File: src/rtl/median_image_writer_pkg.sv
// Shared geometry and writer state encoding for the binary median-filter path.
// Common to the window reader and the result image writer.
package median_image_writer_pkg;

  localparam int unsigned IMAGEWIDTH  = 240;
  localparam int unsigned IMAGEHEIGHT = 180;
  localparam int unsigned WINDOWSIZE  = 3;
  localparam int unsigned WORDWIDTH   = 8;

  localparam int unsigned OUTW        = IMAGEWIDTH - WINDOWSIZE + 1;
  localparam int unsigned OUTH        = IMAGEHEIGHT - WINDOWSIZE + 1;
  localparam int unsigned WORDSPERCOL = (OUTH + WORDWIDTH - 1) / WORDWIDTH;
  localparam int unsigned LASTBITS    = OUTH % WORDWIDTH;

  localparam int unsigned ADDRW = $clog2(OUTW * WORDSPERCOL);
  localparam int unsigned XW    = $clog2(OUTW);
  localparam int unsigned WIW   = $clog2(WORDSPERCOL);
  localparam int unsigned BITW  = $clog2(WORDWIDTH);

  // Bit index of the final pixel in a column's last word.
  localparam int unsigned LASTBITIDX = (LASTBITS == 0) ? WORDWIDTH - 1 : LASTBITS - 1;

  typedef enum logic [1:0] {
    StIdle = 2'd0,
    StRun  = 2'd1,
    StDone = 2'd2
  } writer_state_e;

  function automatic logic [ADDRW-1:0] word_addr(input logic [XW-1:0]  x,
                                                  input logic [WIW-1:0] w);
    return ADDRW'(x) * ADDRW'(WORDSPERCOL) + ADDRW'(w);
  endfunction

endpackage

File: src/rtl/median_bit_packer.sv
// Packs successive 1-bit filter results into a word, LSB = lowest image row.
// The presented word already includes the bit accepted this cycle.
module median_bit_packer
  import median_image_writer_pkg::*;
(
  input  logic                 clk,
  input  logic                 reset,
  input  logic                 init,
  input  logic                 accept,
  input  logic                 bit_in,
  input  logic                 col_end,
  output logic [WORDWIDTH-1:0] word,
  output logic                 word_ready,
  output logic [BITW-1:0]      bit_idx
);

  logic [WORDWIDTH-1:0] pack_q;
  logic [BITW-1:0]      bit_idx_q;

  assign bit_idx    = bit_idx_q;
  assign word_ready = accept && ((bit_idx_q == BITW'(WORDWIDTH - 1)) || col_end);

  always_comb begin
    word = pack_q;
    if (accept) begin
      word[bit_idx_q] = bit_in;
    end
  end

  // Clearing on completion keeps the unused high bits of a short column word at 0.
  always_ff @(posedge clk) begin
    if (reset || init) begin
      pack_q    <= '0;
      bit_idx_q <= '0;
    end else if (accept) begin
      if (word_ready) begin
        pack_q    <= '0;
        bit_idx_q <= '0;
      end else begin
        pack_q    <= word;
        bit_idx_q <= bit_idx_q + BITW'(1);
      end
    end
  end

endmodule

File: src/rtl/median_image_writer.sv
// Writes the packed median-filter result stream into the result image RAM.
// Optional MEDIAN_WRITER_ACTIVE_COUNT_EN builds a saturating count of 1-pixels.
module median_image_writer
  import median_image_writer_pkg::*;
(
  input  logic        clk,
  input  logic        reset,
  input  logic        init,
  input  logic        start,
  input  logic        dataIn,
  input  logic        dataValid,
  output logic [12:0] wrAddressOut,
  output logic [7:0]  wrDataOut,
  output logic        wrEnOut,
  output logic        frameDone,
  output logic [15:0] activePixels
);

  writer_state_e        state_q;
  logic [XW-1:0]        x_q;
  logic [WIW-1:0]       word_idx_q;
  logic                 accept;
  logic                 col_end;
  logic                 last_col;
  logic [WORDWIDTH-1:0] word;
  logic                 word_ready;
  logic [BITW-1:0]      bit_idx;

  assign accept   = start && dataValid && (state_q == StRun);
  // The row position is implied by word index and bit index, so no separate y counter.
  assign col_end  = (word_idx_q == WIW'(WORDSPERCOL - 1)) && (bit_idx == BITW'(LASTBITIDX));
  assign last_col = (x_q == XW'(OUTW - 1));

  median_bit_packer u_packer (
    .clk        (clk),
    .reset      (reset),
    .init       (init),
    .accept     (accept),
    .bit_in     (dataIn),
    .col_end    (col_end),
    .word       (word),
    .word_ready (word_ready),
    .bit_idx    (bit_idx)
  );

  always_ff @(posedge clk) begin
    if (reset || init) begin
      state_q      <= StIdle;
      x_q          <= '0;
      word_idx_q   <= '0;
      wrEnOut      <= 1'b0;
      wrAddressOut <= '0;
      wrDataOut    <= '0;
      frameDone    <= 1'b0;
    end else if (!start) begin
      wrEnOut <= 1'b0;
    end else begin
      wrEnOut <= word_ready;
      unique case (state_q)
        StIdle: state_q <= StRun;
        StRun: begin
          if (word_ready) begin
            wrDataOut    <= word;
            wrAddressOut <= word_addr(x_q, word_idx_q);
            if (col_end) begin
              word_idx_q <= '0;
              if (last_col) begin
                state_q   <= StDone;
                frameDone <= 1'b1;
              end else begin
                x_q <= x_q + XW'(1);
              end
            end else begin
              word_idx_q <= word_idx_q + WIW'(1);
            end
          end
        end
        StDone: state_q <= StDone;
        default: state_q <= StIdle;
      endcase
    end
  end

`ifdef MEDIAN_WRITER_ACTIVE_COUNT_EN
  logic [15:0] active_q;

  always_ff @(posedge clk) begin
    if (reset || init) begin
      active_q <= '0;
    end else if (accept && dataIn && (active_q != 16'hFFFF)) begin
      active_q <= active_q + 16'd1;
    end
  end

  assign activePixels = active_q;
`else
  assign activePixels = '0;
`endif

endmodule

File: config.mk
export PLATFORM = sky130hd
export DESIGN_NAME = median_image_writer
export DESIGN_NICKNAME = d
export VERILOG_FILES = /design/src/rtl/median_image_writer_pkg.sv /design/src/rtl/median_bit_packer.sv /design/src/rtl/median_image_writer.sv
export SDC_FILE = /design/constraint.sdc
export NUM_CORES = 1
export LEC_CHECK = 0
export CAP_MARGIN = 5
export CORE_UTILIZATION = 50
export CTS_BUF_LIST = sky130_fd_sc_hd__clkbuf_4
export CTS_CLUSTER_DIAMETER = 150
export CTS_CLUSTER_SIZE = 28
export DETAILED_ROUTE_END_ITERATION = 8
export GPL_TIMING_DRIVEN = 0
export PLACE_DENSITY = 0.74
export RECOVER_POWER = 100
export SLEW_MARGIN = 20
export SYNTH_ARGS = -nofsm -noshare
export SYNTH_HDL_FRONTEND = slang
export SYNTH_SLANG_ARGS = --single-unit
File: constraint.sdc
create_clock -name clk -period 7.8 [get_ports clk]
set_input_delay 0.78 -clock clk [delete_from_list [all_inputs] [get_ports clk]]
set_output_delay 0.78 -clock clk [all_outputs]
set_load 0.02 [all_outputs]
==> metrics.txt <==
status=complete, but fails checks; violated checks=DRC, capacitance limit, slew limit; Cell variety after synth=44; worst slew pin tran=1520 ps; Post-Route Setup TNS=0 ps; CTS tree=built; CTS root buffer=clkbuf_4; IO Count=45; dpl ws=4180 ps; initial antenna violation count=0; core area=roughly 0.0065 sq mm; GPL Wtd Cong=0.826; crit-path cells=inv_1 -> fa_1 -> inv_1 -> ha_1 -> fa_1 -> fa_1 -> a21o_1 -> nand4_1 -> a21oi_1 -> or4_1 -> nand3_1; final cycle utilization of the critical path=a little under half; RSZ-0062 raised after global routing=false; DIE AREA=about 0.0071 sq mm; clock buffer depth=2; drt first pass iters=9; hold-fix buffers at CTS=0; Final Hold Fails=0; grt total ovfl=0; total vias in the final route=2,719; Post-DP HPWL=roughly 5500 microns; P&R area growth vs syn=13.2%; row cnt=29; prevailing post-synth register cell=dfxtp_1; starting density of the core=a little over half; pwr dens=around 110 mW/mm^2; CP peak stage delay=approximately 540 ps; DRT iter0 DRCs=120; WP data arrival=3980 ps; clock sink count=49; GRT Resource Usage Total=between 20% and 30%; clock slew at reported path FFs=about 160 ps; DRC=7; PnR worst setup slack=4150 ps; post-CTS setup buffer count=0; crit path time final=3650 ps; CP max-delay cell=fa_1; largest net degree at the start of global routing=18; vias in the first global route=between 2,000 and 3,000; CP required=around 8000 ps; synthesized area per cell=approximately 9 sq um; Register Area=approximately 980 sq um; leak pwr=approximately 1.8 nW; # setup viols final=0; commonest non-fill, non-tap cells in the layout=dfxtp_1, nand2_1, ha_1; most common cell after layout, fill and taps aside=dfxtp_1; Tot Pwr=~0.0004 W; flops & latches, synth=49; Hold Path Class=reg -> reg; max cap viols=1; Layout fillers=about 600; clock latency at the later pin of the worst-skew pair=around 370 ps; Die X=between 80 and 90 microns; post-synthesis sequential area ratio=between 20 and 30%; Max Clock Skew=a little over 10 ps; Slew Limit Fails=9; first-pass GRT wire length=around 13,000 microns; async set-reset flop share out of synthesis=0%; Worst setup EP type=flip-flop; cts repair resizes=0; Multi-input gate area=0.00210 sq mm; Final ANT Viol Nets=0; Rel. slew slack=-2.92%; critical path peak fanout=6; DRT Wirelength=slightly above 7000 microns; CP Class=reg -> reg; CP most frequent cell=fa_1; Mapped Cells=~390; Fmax achieved=about 270 MHz; total CTS buffers=5; Wirelength per Cell=roughly 14 microns; H-tree depth=2; Worst Setup Start Kind=flip-flop; DP Cell Count=between 500 and 600; Die Y-Extent=84.4 microns; nets@finish=502; synthesized area=roughly 0.0034 sq mm; VDD IR max=0.0000706 V; Avg Vias per Cell=5.27; Yosys Warn Count=0; non-filler cells, final=roughly 520; I/O Buffers=28; EDFF count, synth=0; share of layout cells above drive strength 1=under 10%; ANT cells=0
==> flip-flops by register name, indices dropped and copies added, names as in the netlist <==
name,flops
frameDone,1
u_packer.pack_q,8
u_packer.bit_idx,3
x_q,8
wrAddressOut,13
wrEnOut,1
word_idx_q,5
state_q,2
wrDataOut,8
==> final timing paths <==
check	startpoint	endpoint	depth (start not counted)	slack (ps)
max	x_q[3]$_SDFFE_PP0P_	wrAddressOut[12]$_SDFFE_PP0P_	11	4150
min	wrDataOut[3]$_SDFFE_PP0P_	wrDataOut[3]$_SDFFE_PP0P_	2	460
max reg2reg	x_q[3]$_SDFFE_PP0P_	wrAddressOut[12]$_SDFFE_PP0P_	11	4150
min reg2reg	wrDataOut[3]$_SDFFE_PP0P_	wrDataOut[3]$_SDFFE_PP0P_	2	460
==> layer usage <==
layer / vias up / share of wire (%) / GRT usage (%)
met5: - / 0 / 0
met4: 0 / 0.72 / 5.86
met3: 4 / 4.9 / 3.64
met2: 70 / 47 / 36.3
met1: 1270 / 48 / 29.5
li1: 1375 / - / -
==> where the power goes <==
part	leakage [nW]	internal (W)	switching (W)
Sequential	0.395	0.000251	0.000000367
Combinational	1.36	0.0000101	0.0000176
Clock	0.0293	0.0000374	0.0000928
Total	1.79	0.000298	0.000111
==> stage by stage <==
step	cell area (sq um)	util, %	hold slack [ps]
after CTS	3890	60.2	466
after global placement	3830	59.2	440
after floorplan	3450	-	455
after global routing	3840	59.5	481
final	3840	59.5	460
after detailed placement	3830	59.2	447
==> logic make-up after synthesis <==
logic type | Yosys count | synth area share [%]
XOR/XNOR | 14 | 3.61
flip-flops | 49 | 28.9
adder cells (fa/ha/maj) | 58 | 24.7
other | 1 | 0.111
buffers and inverters | 70 | 9.59
AND/OR/NAND/NOR | 124 | 18.3
AO/OA/AOI/OAI | 60 | 11.0
multiplexers | 12 | 3.80
==> layout make-up <==
type,count,share of cell area [%]
inverter,41,4.01
clock inverter,3,0.684
timing repair buffer,28,7.30
clock buffer,5,0.977
tap,77,2.51
buffer,29,4.43
multi-input combinational,284,54.6
sequential,49,25.5
==> Yosys cell counts (2+ instances only) <==
cell	n	area share (%)
a211oi_1	3	0.66
a21o_1	5	1.1
a21oi_1	28	4.1
a22oi_1	8	1.8
a2bb2oi_1	2	0.52
and3_1	2	0.37
buf_2	2	0.29
buf_4	16	3.5
clkbuf_1	11	1.2
dfxtp_1	49	29
fa_1	15	8.8
ha_1	43	16
inv_1	41	4.5
mux2_2	7	2.3
mux2i_1	5	1.5
nand2_1	45	5.0
nand2b_1	3	0.55
nand3_1	9	1.3
nand4_1	7	1.3
nor2_1	35	3.9
nor3_1	5	0.74
nor4_1	6	1.1
o21ai_0	5	0.74
or3_1	2	0.37
or4_1	3	0.66
xnor2_1	11	2.8
xor2_1	3	0.77
==> worst max-delay path: cells and delay by family (launching register included) <==
family                   cells  cell delay [ps]
AO/OA/AOI/OAI                2              310
AND/OR/NAND/NOR              3              750
buffers and inverters        2              180
adder cells (fa/ha/maj)      4             1830
flip-flops                   1              530
Note: power is estimated with default switching activity, not from simulation.
==> patch 1: new RTL, same settings <==
Build with the macro `MEDIAN_WRITER_ACTIVE_COUNT_EN` defined.
--- a/src/rtl/median_image_writer.sv
+++ b/src/rtl/median_image_writer.sv
@@ -1,5 +1,7 @@
 // Writes the packed median-filter result stream into the result image RAM.
 // Optional MEDIAN_WRITER_ACTIVE_COUNT_EN builds a saturating count of 1-pixels.
+`define MEDIAN_WRITER_ACTIVE_COUNT_EN
+
 module median_image_writer
   import median_image_writer_pkg::*;
 (
Formal check against the unedited RTL: not equivalent (a bounded check fails within 4 cycles, from zero or initial values).
==> patch 1 against the original RTL <==
- the flow finishes with violations (max-capacitance violations, max-slew violations)
- global-route usage increased by 2.1 points
- setup slack got worse by 0.18 ns
- synthesized area grew 20%
- wire length is 28% higher
- sequential cell count grew 16
- final area rose by 23%
- clock power rose by 62%
- maximum frequency decreased by 4.7%
- combinational power decreased by 36%
- power rose by 37%
- first-iteration DRC count down 20%
- critical path type unchanged
- highest routed layer unchanged
==> patch 1: results (changes against the original RTL) <==
Placement
  – Port-buffer cells: 43 (+54%)
  – Place WS: 3.95 ns (-0.227 ns)

Routing
  – Met3 routed WL: 386 um (+12%)
  – Starting DRC count in detailed routing: 96 (-20%)
  – WL/cell: 14.5 um (+5.3%)
  – First drt pass iteration count: 4 (-5)
  – Via density: 5.40 (+2.5%)

Hold path
  – Hold Crit Endpoint: wrAddressOut[8]
  – Worst Hold Launch: wrAddressOut[8]

Layout
  – Inverters: 50 (+22%)
  – Multi-input logic area: 0.00248 mm2 (+19%)
  – Fraction of area in multi-input gates: 0.526 (-0.0196)

Clock tree
  – Clk pin slew, worst setup/hold paths: 0.12 ns (-0.04 ns)

Job
  – Max cap viols: 1 (unchanged)

Run status
  – Status: finished, violations left
  – Failing checks: max-capacitance violations, max-slew violations

Power and ir drop
  – Overall Power: 0.562 mW (+37%)
  – Combinational power: 0.0177 mW (-36%)
  – Sw frac: 0.270 (-0.000867)

Logic synthesis
  – Post-synth top cells: dfxtp_1, inv_1, nor2_1, ha_1, nand2_1
  – Cell count after synthesis: 468 (+21%)

Die
  – Row count: 32 (+10%)

STA
  – Fin Hold WS: 0.466 ns (+0.00647 ns)
  – Fin. max-slew vios: 9 (unchanged)
  – Clock Skew: 0.0126 ns (+0.00247 ns)

Global route
  – Tot GR Track Use: 0.239 (+0.0207)
  – Grt met1 use: 0.299 (+0.00355)
  – Met2 usage: 0.406 (+0.0433)

Setup path
  – CP arrival: 4.20 ns (+0.22 ns)
patch 1: cell count changes after synthesis, sizes merged, moves of 9 or more:
| cell | before | now |
|---|---|---|
| nand3 | 10 | 19 |
| xor2 | 3 | 12 |
| inv | 41 | 50 |
| nor2 | 35 | 50 |
| dfxtp | 49 | 65 |
| buf | 18 | 4 |
patch 1: cells by family (layout without fill, tap and decap cells):
family / after synthesis / in the layout / synth area share
mux: 12 / 12 / 0.0310
compound gates: 80 / 80 / 0.134
simple gates: 164 / 164 / 0.200
buf+inv: 67 / 126 / 0.0623
flops: 65 / 65 / 0.319
fa+ha+maj: 59 / 59 / 0.209
xor+xnor: 21 / 21 / 0.0451
patch 1: critical path, cell delays in order, from the launching register on:
cell     delay, ns
dfxtp_1       0.52
inv_1         0.15
fa_1          0.55
inv_1         0.04
ha_1          0.25
inv_1         0.05
fa_1          0.53
inv_1         0.04
ha_1          0.34
nor2b_1       0.16
o31ai_1       0.39
a21oi_1       0.16
or4_1         0.50
nand3_1       0.10
==> patch 2: new RTL, same flow settings <==
Without the edit above. One comparison of `word_idx_q` changes from == to >=.
--- a/src/rtl/median_image_writer.sv
+++ b/src/rtl/median_image_writer.sv
@@ -28,7 +28,7 @@
 
   assign accept   = start && dataValid && (state_q == StRun);
   // The row position is implied by word index and bit index, so no separate y counter.
-  assign col_end  = (word_idx_q == WIW'(WORDSPERCOL - 1)) && (bit_idx == BITW'(LASTBITIDX));
+  assign col_end  = (word_idx_q >= WIW'(WORDSPERCOL - 1)) && (bit_idx == BITW'(LASTBITIDX));
   assign last_col = (x_q == XW'(OUTW - 1));
 
   median_bit_packer u_packer (
Check against the original RTL: no difference found for any inputs over 10 cycles, from zero or initial values; that may be too few to reach the edited logic, so the function may still have changed.
==> patch 2 against the original RTL <==
- the flow still finishes with violations (design-rule violations, max-capacitance violations, max-slew violations)
- global-route usage down 0.72 points
- count of clock-buffer cells in the layout increased by 1
- power is 6.9% higher
- critical path depth decreased by 5
- combinational power down 2%
- synthesized area is 0.59% lower
- wire length fell by 1.5%
- sequential cell count stayed put
- via count down 0.29%
- final cell count decreased by 0.97%
- setup slack got worse by 0.21 ns
- largest power group unchanged
- sequential power barely moved
- final area rose by 0.68%
==> patch 2: results (changes against the original RTL) <==
STA
  – Slew headroom: -0.568 (-0.539)
  – Clock Skew: 0.0123 ns (+0.00223 ns)
  – Fin Hold WS: 0.463 ns (+0.00311 ns)
  – Fin. max-slew vios: 9 (unchanged)

Logic synthesis
  – Cell variety after synth: 47 (+6.8%)
  – Post-Syn Area per Cell: 8.81 um2 (+0.71%)
  – Post-synth top cells: dfxtp_1, inv_1, ha_1, nand2_1, nor2_1
  – Seq/Total Area, Yosys: 0.291 (+0.00172)
  – Top area cells in the synthesized netlist: dfxtp_1, ha_1, fa_1

Job
  – Max cap viols: 1 (unchanged)

Setup path
  – Delay-heaviest family, CP: compound AO/OA/AOI/OAI gates
  – Slowest-stage cell, CP: a2111oi_0
  – Reg-to-reg slack, setup: 3.98 ns (-0.17 ns)
  – Cells on worst reg2reg path: 7 (-4)
  – CP Max Fanout: 8 (+2)
  – RR Endpoint: x_q[7]
  – Critical path's largest stage delay: 1.79 ns (+1.25 ns)
  – RR Startpoint: x_q[4]

Placement
  – Hpwl dp: 5460 um (-1.3%)
  – RePlAce Congestion: 0.835 (+1.1%)
  – Place WS: 4.19 ns (+0.0153 ns)
  – Placed Cells: 503 (-0.98%)

Routing
  – Via density: 5.31 (+0.68%)
  – Post-route DRC: 10 (+3)
  – First drt pass iteration count: 6 (-3)
  – Routed Wire Length: 7000 um (-1.5%)

Global route
  – Tot GR Track Use: 0.211 (-0.00723)
  – Pin count of the biggest net entering global routing: 16 (-2)
  – Global-route wire length before repair: 11900 um (-4.9%)

Run status
  – Failing checks: design-rule violations, max-capacitance violations, max-slew violations
  – Status: finished, violations left

Power and ir drop
  – VDD IR max: 0.0808 mV (+14%)
  – Leakage Power: 1.88 nW (+5.3%)

Layout
  – Design area: 0.00387 mm2 (+0.68%)
patch 2: cell count changes after synthesis, moves of 4 or more:
cell	change
o41a_1	+4
nor4_1	-4
nand2_1	-6
clkbuf_1	-4
patch 2: worst min-delay path: cells and delay by family (launching register included):
kind,cells,cell delay (ns)
flip-flops,1,0.34
AO/OA/AOI/OAI,1,0.05
AND/OR/NAND/NOR,1,0.05
patch 2: worst max-delay path by stage:
stage / end / start / cells past startpoint / slack (ns)
after floorplan: wrAddressOut[9] / x_q[4] / 11 / 4.45
after global placement: wrAddressOut[10] / x_q[3] / 11 / 4.21
after detailed placement: wrAddressOut[9] / x_q[4] / 11 / 4.19
after CTS: wrAddressOut[9] / x_q[4] / 11 / 4.18
after global routing: x_q[7] / x_q[4] / 7 / 3.68
final: x_q[7] / start / 6 / 3.93
patch 2: area by class of cell:
type	count	area share
multi-input cells	277	0.542
plain buffers	27	0.0417
clock buffers	6	0.0116
inverters	45	0.0437
repair buffers	28	0.0725
well taps	77	0.0249
clock inverters	2	0.0100
flip-flops and latches	49	0.254
patch 2: per-layer routing:
metal | global-route usage | share of wire | routed length, um
met2 | 0.351 | 0.46 | 3220
met3 | 0.0305 | 0.038 | 269
met1 | 0.283 | 0.49 | 3400
met5 | 0 | 0 | 0
met4 | 0.0690 | 0.017 | 118
patch 2: kinds of logic after synthesis:
family	count (synthesis)	synth area share
simple gates	115	0.159
buf+inv	72	0.0990
compound gates	66	0.139
fa+ha+maj	58	0.249
flops	49	0.291
xor+xnor	12	0.0312
mux	10	0.0312
other cells	1	0.00111
patch 2: power breakdown:
part / internal (mW) / switching, mW
combinational: 0.00998 / 0.0172
clock: 0.0719 / 0.0871
sequential: 0.251 / 0.000342
